==> src/rtl/fetch_pkg.sv <==
// Shared types and constants for the RV32I instruction-fetch stage.
package fetch_pkg;

   localparam int XLEN        = 32;
   localparam int INSTR_BYTES = 4;

   typedef enum logic [1:0] {
      IDLE,
      REQ,
      WAIT
   } fetch_state_t;

endpackage

==> src/rtl/branch_target_adder.sv <==
// Combinational branch target: base + sign-extended offset, with word-alignment flag.
// Shared with the execute-stage branch unit.
module branch_target_adder
   import fetch_pkg::*;
(
   input  logic [XLEN-1:0] base_i,
   input  logic [XLEN-1:0] offset_i,
   output logic [XLEN-1:0] target_o,
   output logic            misaligned_o
);

   // Wrap-around modulo 2^XLEN is intended; no carry out is kept.
   assign target_o     = base_i + offset_i;
   assign misaligned_o = (target_o[1:0] != 2'b00);

endmodule

==> src/rtl/fetch_stage.sv <==
// Instruction-fetch stage: PC register, single-outstanding imem request/response,
// registered valid/ready output slot to decode, and taken-branch redirect handling.
module fetch_stage
   import fetch_pkg::*;
#(
   parameter logic [XLEN-1:0] RESET_PC = 32'h0000_0000
)
(
   input  logic            clk,
   input  logic            rst_n,

   output logic            imem_req_valid,
   output logic [XLEN-1:0] imem_req_addr,
   input  logic            imem_req_ready,
   input  logic            imem_rsp_valid,
   input  logic [XLEN-1:0] imem_rsp_data,

   input  logic            redirect_valid,
   input  logic [XLEN-1:0] redirect_pc,
   input  logic [XLEN-1:0] redirect_imm,

   output logic            if_valid,
   input  logic            if_ready,
   output logic [XLEN-1:0] if_pc,
   output logic [XLEN-1:0] if_instr,

   output logic            misalign_fault
);

   localparam logic [XLEN-1:0] INSTR_STEP = XLEN'(INSTR_BYTES);

   fetch_state_t    state_q, state_d;
   logic [XLEN-1:0] pc_q, pc_d;
   logic [XLEN-1:0] fetch_pc_q, fetch_pc_d;
   logic            kill_q, kill_d;
   logic            if_valid_q, if_valid_d;
   logic [XLEN-1:0] if_pc_q, if_pc_d;
   logic [XLEN-1:0] if_instr_q, if_instr_d;
   logic            fault_q, fault_d;

   logic [XLEN-1:0] target;
   logic            target_misaligned;
   logic            req_hs;
   logic            redirect_ok;

   branch_target_adder u_target (
      .base_i       (redirect_pc),
      .offset_i     (redirect_imm),
      .target_o     (target),
      .misaligned_o (target_misaligned)
   );

   // Requests only go out when the slot will be free, so a response never finds it occupied.
   assign imem_req_valid = (state_q == REQ) && (!if_valid_q || if_ready);
   assign imem_req_addr  = pc_q;
   assign req_hs         = imem_req_valid && imem_req_ready;
   assign redirect_ok    = redirect_valid && !target_misaligned;

   always_comb begin
      // NOTE: every next-state signal gets a default first so no path can infer a latch.
      state_d    = state_q;
      pc_d       = pc_q;
      fetch_pc_d = fetch_pc_q;
      kill_d     = kill_q;
      if_valid_d = if_valid_q && !if_ready;
      if_pc_d    = if_pc_q;
      if_instr_d = if_instr_q;
      fault_d    = redirect_valid && target_misaligned;

      unique case (state_q)
         IDLE: state_d = REQ;
         REQ: begin
            if (req_hs) begin
               state_d    = WAIT;
               fetch_pc_d = pc_q;
               pc_d       = pc_q + INSTR_STEP;
            end
         end
         WAIT: begin
            if (imem_rsp_valid) begin
               state_d = REQ;
               kill_d  = 1'b0;
               // Any redirect this cycle (aligned or not) flushes the arriving word.
               if (!kill_q && !redirect_valid) begin
                  if_valid_d = 1'b1;
                  if_pc_d    = fetch_pc_q;
                  if_instr_d = imem_rsp_data;
               end
            end
         end
         default: state_d = IDLE;
      endcase

      if (redirect_valid) begin
         if_valid_d = 1'b0;
      end

      // A fetch issued or still pending at redirect time is wrong-path and must be dropped.
      if (redirect_ok) begin
         pc_d = target;
         if (state_q == REQ && req_hs) begin
            kill_d = 1'b1;
         end else if (state_q == WAIT && !imem_rsp_valid) begin
            kill_d = 1'b1;
         end
      end
   end

   always_ff @(posedge clk or negedge rst_n) begin
      if (!rst_n) begin
         state_q    <= IDLE;
         pc_q       <= RESET_PC;
         fetch_pc_q <= RESET_PC;
         kill_q     <= 1'b0;
         if_valid_q <= 1'b0;
         if_pc_q    <= '0;
         if_instr_q <= '0;
         fault_q    <= 1'b0;
      end else begin
         // NOTE: sequential state uses non-blocking assignments so all registers update together.
         state_q    <= state_d;
         pc_q       <= pc_d;
         fetch_pc_q <= fetch_pc_d;
         kill_q     <= kill_d;
         if_valid_q <= if_valid_d;
         if_pc_q    <= if_pc_d;
         if_instr_q <= if_instr_d;
         fault_q    <= fault_d;
      end
   end

   assign if_valid       = if_valid_q;
   assign if_pc          = if_pc_q;
   assign if_instr       = if_instr_q;
   assign misalign_fault = fault_q;

endmodule

==> config.mk <==
export PLATFORM = sky130hd
export DESIGN_NAME = fetch_stage
export DESIGN_NICKNAME = d
export VERILOG_FILES = /design/src/rtl/fetch_pkg.sv /design/src/rtl/branch_target_adder.sv /design/src/rtl/fetch_stage.sv
export SDC_FILE = /design/constraint.sdc
export NUM_CORES = 1
export LEC_CHECK = 0
export ABC_AREA = 1
export BUFFER_PORTS_ARGS = -buffer_cell sky130_fd_sc_hd__buf_2
export CAP_MARGIN = 20
export CORE_MARGIN = 2
export CORE_UTILIZATION = 30
export CTS_BUF_LIST = sky130_fd_sc_hd__clkbuf_4
export DETAILED_ROUTE_END_ITERATION = 10
export PLACE_DENSITY_LB_ADDON = 0.1
export SYNTH_ARGS = -nofsm -noshare
export SYNTH_HDL_FRONTEND = slang
export SYNTH_SLANG_ARGS = --single-unit
==> constraint.sdc <==
create_clock -name clk -period 3.5 [get_ports clk]
set_input_delay 0.175 -clock clk [delete_from_list [all_inputs] [get_ports clk]]
set_output_delay 0.175 -clock clk [all_outputs]
set_load 0.01 [all_outputs]
Word level (Yosys, flattened, before mapping):

Cells that the tools add are included.

* reduce and logical (&&, ||, !) cells: 23
* $add $sub $neg: 2
* eq/ne operators: 4
* mux-type cells: 15

Operators by type and width (number)
* $mux W32: 3
* $add A32 B3 Y32 const B: 1
* $add A32 B32 Y32: 1
* $mux W1: 9
* $logic_and A1 B1 Y1: 8
* $logic_not A1 Y1: 6
* $pmux W2 S3: 1
* $reduce_and A2 Y1: 3
* $reduce_bool A2 Y1: 3
* $mux W2: 2
* $ne A2 B2 Y1 const B: 2
* $reduce_and A3 Y1: 1
* $eq A2 B1 Y1 const B: 1
* $eq A2 B2 Y1 const B: 1
* $logic_not A2 Y1: 1
* $logic_or A1 B1 Y1: 1

* output and inout port bits: 99
* word-level logic and storage cells: 52
* input bits: 102
* flip-flop bits (word level): 133

Logic depth before layout (Yosys ltp):

* depth after elaboration: 7
* depth in mapped cells: 15
* depth with buffers taken out: 15

Modules after synthesis:

A second synthesis with hierarchy kept.

* cell total of the unflattened synthesis: 1127
* area total of the unflattened synthesis: 8549.4 sq um

Modules (own cells, without submodules)
* fetch_stage: instances 1, cells an instance 632, sequential area each 3328.2 sq um, area an instance 6158.4 sq um
* branch_target_adder: instances 1, cells an instance 495, sequential area each 0.0 sq um, area an instance 2391.0 sq um

Worst setup path before layout:

Ideal clock, no wire load.

* path kind: input port to flip-flop
* start: input redirect_pc[0]
* end: register pc_q[5], in the netlist imem_req_addr[5]
* library setup time: 0.130 ns
* slack: 1.597 ns
* cell stages on the path: 8
* data arrival time: 1.772 ns
* cells stage by stage: ha_1 -> fa_1 -> nor3_2 -> inv_2 -> clkbuf_1 -> buf_2 -> a31oi_1 -> a22oi_1

* word-level cells in the longest chain between the ends: 6
* elaborated cells on any way between the ends: 8
* those cells by class: add/sub (1); mux (1); reduce/logical (6)

Ends and longest elaborated chain
* from (decl): RTL line fetch_stage.sv:19 `input logic [XLEN-1:0] redirect_pc,`
* $add A32 B32 Y32 *: RTL line branch_target_adder.sv:13 `assign target_o = base_i + offset_i;`
* $reduce_bool A2 Y1: RTL line branch_target_adder.sv:14 `assign misaligned_o = (target_o[1:0] != 2'b00);`
* $logic_not A1 Y1: RTL line fetch_stage.sv:57 `assign redirect_ok = redirect_valid && !target_misaligned;`
* $logic_and A1 B1 Y1: RTL line fetch_stage.sv:57
* $reduce_bool A2 Y1 (no source line)
* $reduce_and A2 Y1 (no source line)
* to (signal assigned): RTL line fetch_stage.sv:122 `pc_q <= pc_d;`
* to (decl): RTL line fetch_stage.sv:33 `logic [XLEN-1:0] pc_q, pc_d;`

Mark *: on every way between the ends. The rest lies on a longest branch, timed or not.
A chain may end at the register's enable or synchronous reset.

Final worst setup path:

* start: input redirect_imm[0]
* end: register pc_q[20], in the netlist imem_req_addr[20]

* word-level cells in the longest chain between the ends: 6
* elaborated cells on any way between the ends: 8
* those cells by class: add/sub (1); mux (1); reduce/logical (6)

Ends and longest elaborated chain
* from (decl): RTL line fetch_stage.sv:20 `input logic [XLEN-1:0] redirect_imm,`
* $add A32 B32 Y32 *: RTL line branch_target_adder.sv:13
* $reduce_bool A2 Y1: RTL line branch_target_adder.sv:14
* $logic_not A1 Y1: RTL line fetch_stage.sv:57
* $logic_and A1 B1 Y1: RTL line fetch_stage.sv:57
* $reduce_bool A2 Y1 (no source line)
* $reduce_and A2 Y1 (no source line)

Marks and branches as above.

==> metrics.cfg <==
[outcome]
status = complete, no violations

[die]
ios = 201
num_rows = 60
fp.dieH_um = 168
start_util_pct = 30.4
dieWidth_um = 168
core_um2 = 26700
die-area_um2 = 28400

[synthesis]
syn_nets = 1205
synth_top_family_by_area = simple AND/OR/NAND/NOR gates
synth_seq_cells = 133
synth_most_common_cell = nand2_1
synth_ff_type = dfrtp_1
synth-edff-count = 0
synth_top_area_share_pct = 41.0
synth-compound-area-share_pct = 9.65
synth-simple-area-share_pct = 27.1
synth_area_leaders = dfrtp_1 (41%), nand2_1 (15%), inv_1 (7.0%)
syn_area_per_cell_um2 = 7.58
synthAdderAreaFrac_pct = 5.18
synth_xor_area_share_pct = 1.19
synth_common_cells = nand2_1 (319), inv_1 (151), dfrtp_1 (133)
netlist_instances = 1070
synth-seq-area-share_pct = 41.0
synth_area_leader_cell = dfrtp_1
muxShareOfSynthArea_pct = 7.22
async_reset_ff_share_pct = 100
synth.distinct_cells = 46
synth_warnings = 0
syn-cell-area_um2 = 8120

[power_and_ir_drop]
power_mw = 6.79
ir_drop_mv = 0.246
powerDensity_nw_per_um2 = 667
p_leak_nw = 5.53

[cts]
post_cts_resized = 0
clockBufferDepth = 2
cts_sinks = 133
htree_levels = 4
insertion_delay_ns = 0.54
clock-root-buffer = clkbuf_4
post_cts_buffers = 0
cts_buffers = 17
clk_pin_slew_worst_paths_ns = 0.14
cts_tree = yes

[sta]
worstMarginPinSlew_ns = 0.856
slew_violations = 0
fmax_ghz = 0.411
setup_viol = 0
skew_ns = 0.0199
fin_tns_setup_ns = 0
final.min_clock_period_ns = 2.44
timing.final.crit_share_pct = 69.6
grt_setup_unrepaired = false
hold_viol_final = 0
relSlewSlack_pct = 42.9

[route]
wl_per_cell_um = 14.6
vias_per_cell = 4.55
vias = 7562
wirelength_um = 24200
drc_errors = 0
first_iter_violations = 340
dr.pass1.iters = 5
postRouteAntennaNets = 0

[worst_setup_path]
r2r_cells = 9
cp-start-kind = primary input
critical_path_arrival_ns = 2.89
cp.required_ns = 3.95
crit_fanout = 29
crit_path_end_kind = flip-flop
rr_endpoint = imem_req_addr[15]$_DFFE_PN0P_
regToRegSetupSlack_ns = 1.21
worst-setup-path-type = in2reg
worstReg2RegStart = if_valid$_DFF_PN0_
cp-startpoint = redirect_imm[0]

[cells_and_area]
multiInputGateArea_um2 = 4110
final-seq-area_um2 = 3330
layout-area-overhead-vs-synth_pct = 25.5
nNetsFinal = 1443
drive_gt1_share_pct = 23.4
fillers = 2874

[global_route]
overflow = 0
grt_start_max_net_pins = 94
antenna_found_initial = 1
first_global_vias = 7359
grt_pass1_wl_um = 39300
grt.total_usage_pct = 17.5

[min_path]
holdCritPathClass = in2reg
min_path_cells = 4
holdPathEnd = misalign_fault$_DFF_PN0_
hp-start = redirect_pc[0]

[flow_run]
cap_violations = 0

[placed_design]
routabilityCongestion = 0.809
hpwl_um = 18900
portBuffers = 200

-- critical path: stages --
cell,delay (ns)
dlygate4sd3_1,0.54
buf_2,0.12
ha_1,0.20
fa_1,0.56
nor3_4,0.07
inv_2,0.43
nand2_1,0.17
buf_4,0.26
o21ai_0,0.20
inv_1,0.06
nand2_1,0.06
inv_1,0.04
-- registers in the layout (all words and copies together) (netlist names), named ones only --
register	cells
imem_req_addr	32
state_q	2
misalign_fault	1
if_instr	32
if_valid	1
if_pc	32
fetch_pc_q	32
-- layout make-up --
type	count	share of cell area, %
well taps	341	4.19
clock inverters	15	1.66
inverters	157	5.79
clock buffers	17	1.25
diodes	1	0.0246
multi-input cells	755	40.4
repair buffers	244	14.0
flip-flops and latches	133	32.7
-- cells by family after synthesis --
logic type      after synthesis
mux                          52
compound gates              141
flops                       133
xor+xnor                     11
buf+inv                     182
fa+ha+maj                    33
simple gates                518
-- repair_timing --
item | CTS | global route
hold buffers | 37 | 0
endpoints found under the setup margin | 0 | 0
endpoints found under the hold margin | 128 | 0
-- metrics by stage --
| step | hold slack (ns) | instances | cell area [µm²] | util [%] | setup WS, ns |
|---|---|---|---|---|---|
| after floorplan | -0.121 | 1070 | 8120 | - | 1.60 |
| after global placement | 0.325 | 1593 | 9510 | 35.6 | 1.10 |
| after detailed placement | 0.323 | 1593 | 9510 | 35.6 | 1.05 |
| after CTS | 0.00570 | 1662 | 10200 | 38.1 | 1.13 |
| after global routing | 0.0632 | 1663 | 10200 | 38.1 | 0.926 |
| final | 0.0575 | 1663 | 10200 | 38.1 | 1.06 |
-- routing by layer --
metal  up-vias  track usage (%)  share of wire, %  wire [µm]
met4         0             5.10               1.7        410
li1       3929                -                 -          -
met5         -                0                 0          0
met3        26             2.10               3.5        850
met2       193             28.0                45      10800
met1      3414             24.8                50      12200
-- placed cells by master (no fill, tap or decap), types with 6 or more instances in the layout --
| master | n |
|---|---|
| ha_1 | 32 |
| nor2_1 | 87 |
| dfrtp_1 | 133 |
| a21oi_1 | 48 |
| nand4_1 | 7 |
| nand3b_1 | 8 |
| inv_1 | 151 |
| nand3_1 | 61 |
| buf_4 | 7 |
| dlygate4sd3_1 | 37 |
| nor3_1 | 12 |
| mux2_2 | 47 |
| clkbuf_4 | 17 |
| xor2_1 | 7 |
| o21ai_1 | 19 |
| o21ai_0 | 44 |
| nand2_1 | 318 |
| inv_2 | 6 |
| buf_2 | 199 |
| o21bai_1 | 9 |
-- where the power goes --
group / internal (mW) / switching (mW)
Combinational: 1.18 / 1.75
Clock: 0.441 / 0.652
Sequential: 2.22 / 0.549
Total: 3.84 / 2.95
-- worst max path at each step --
stage | slack (ns) | endpoint | depth (start not counted)
6_report | 1.06 | imem_req_addr[20]$_DFFE_PN0P_ | 12
5_1_grt | 0.93 | imem_req_addr[20]$_DFFE_PN0P_ | 12
4_1_cts | 1.13 | imem_req_addr[20]$_DFFE_PN0P_ | 12
3_5_place_dp | 1.05 | imem_req_addr[20]$_DFFE_PN0P_ | 11
3_3_place_gp | 1.10 | imem_req_addr[20]$_DFFE_PN0P_ | 11
2_1_floorplan | 1.60 | imem_req_addr[5]$_DFFE_PN0P_ | 8
(Power assumes the default switching activity.)
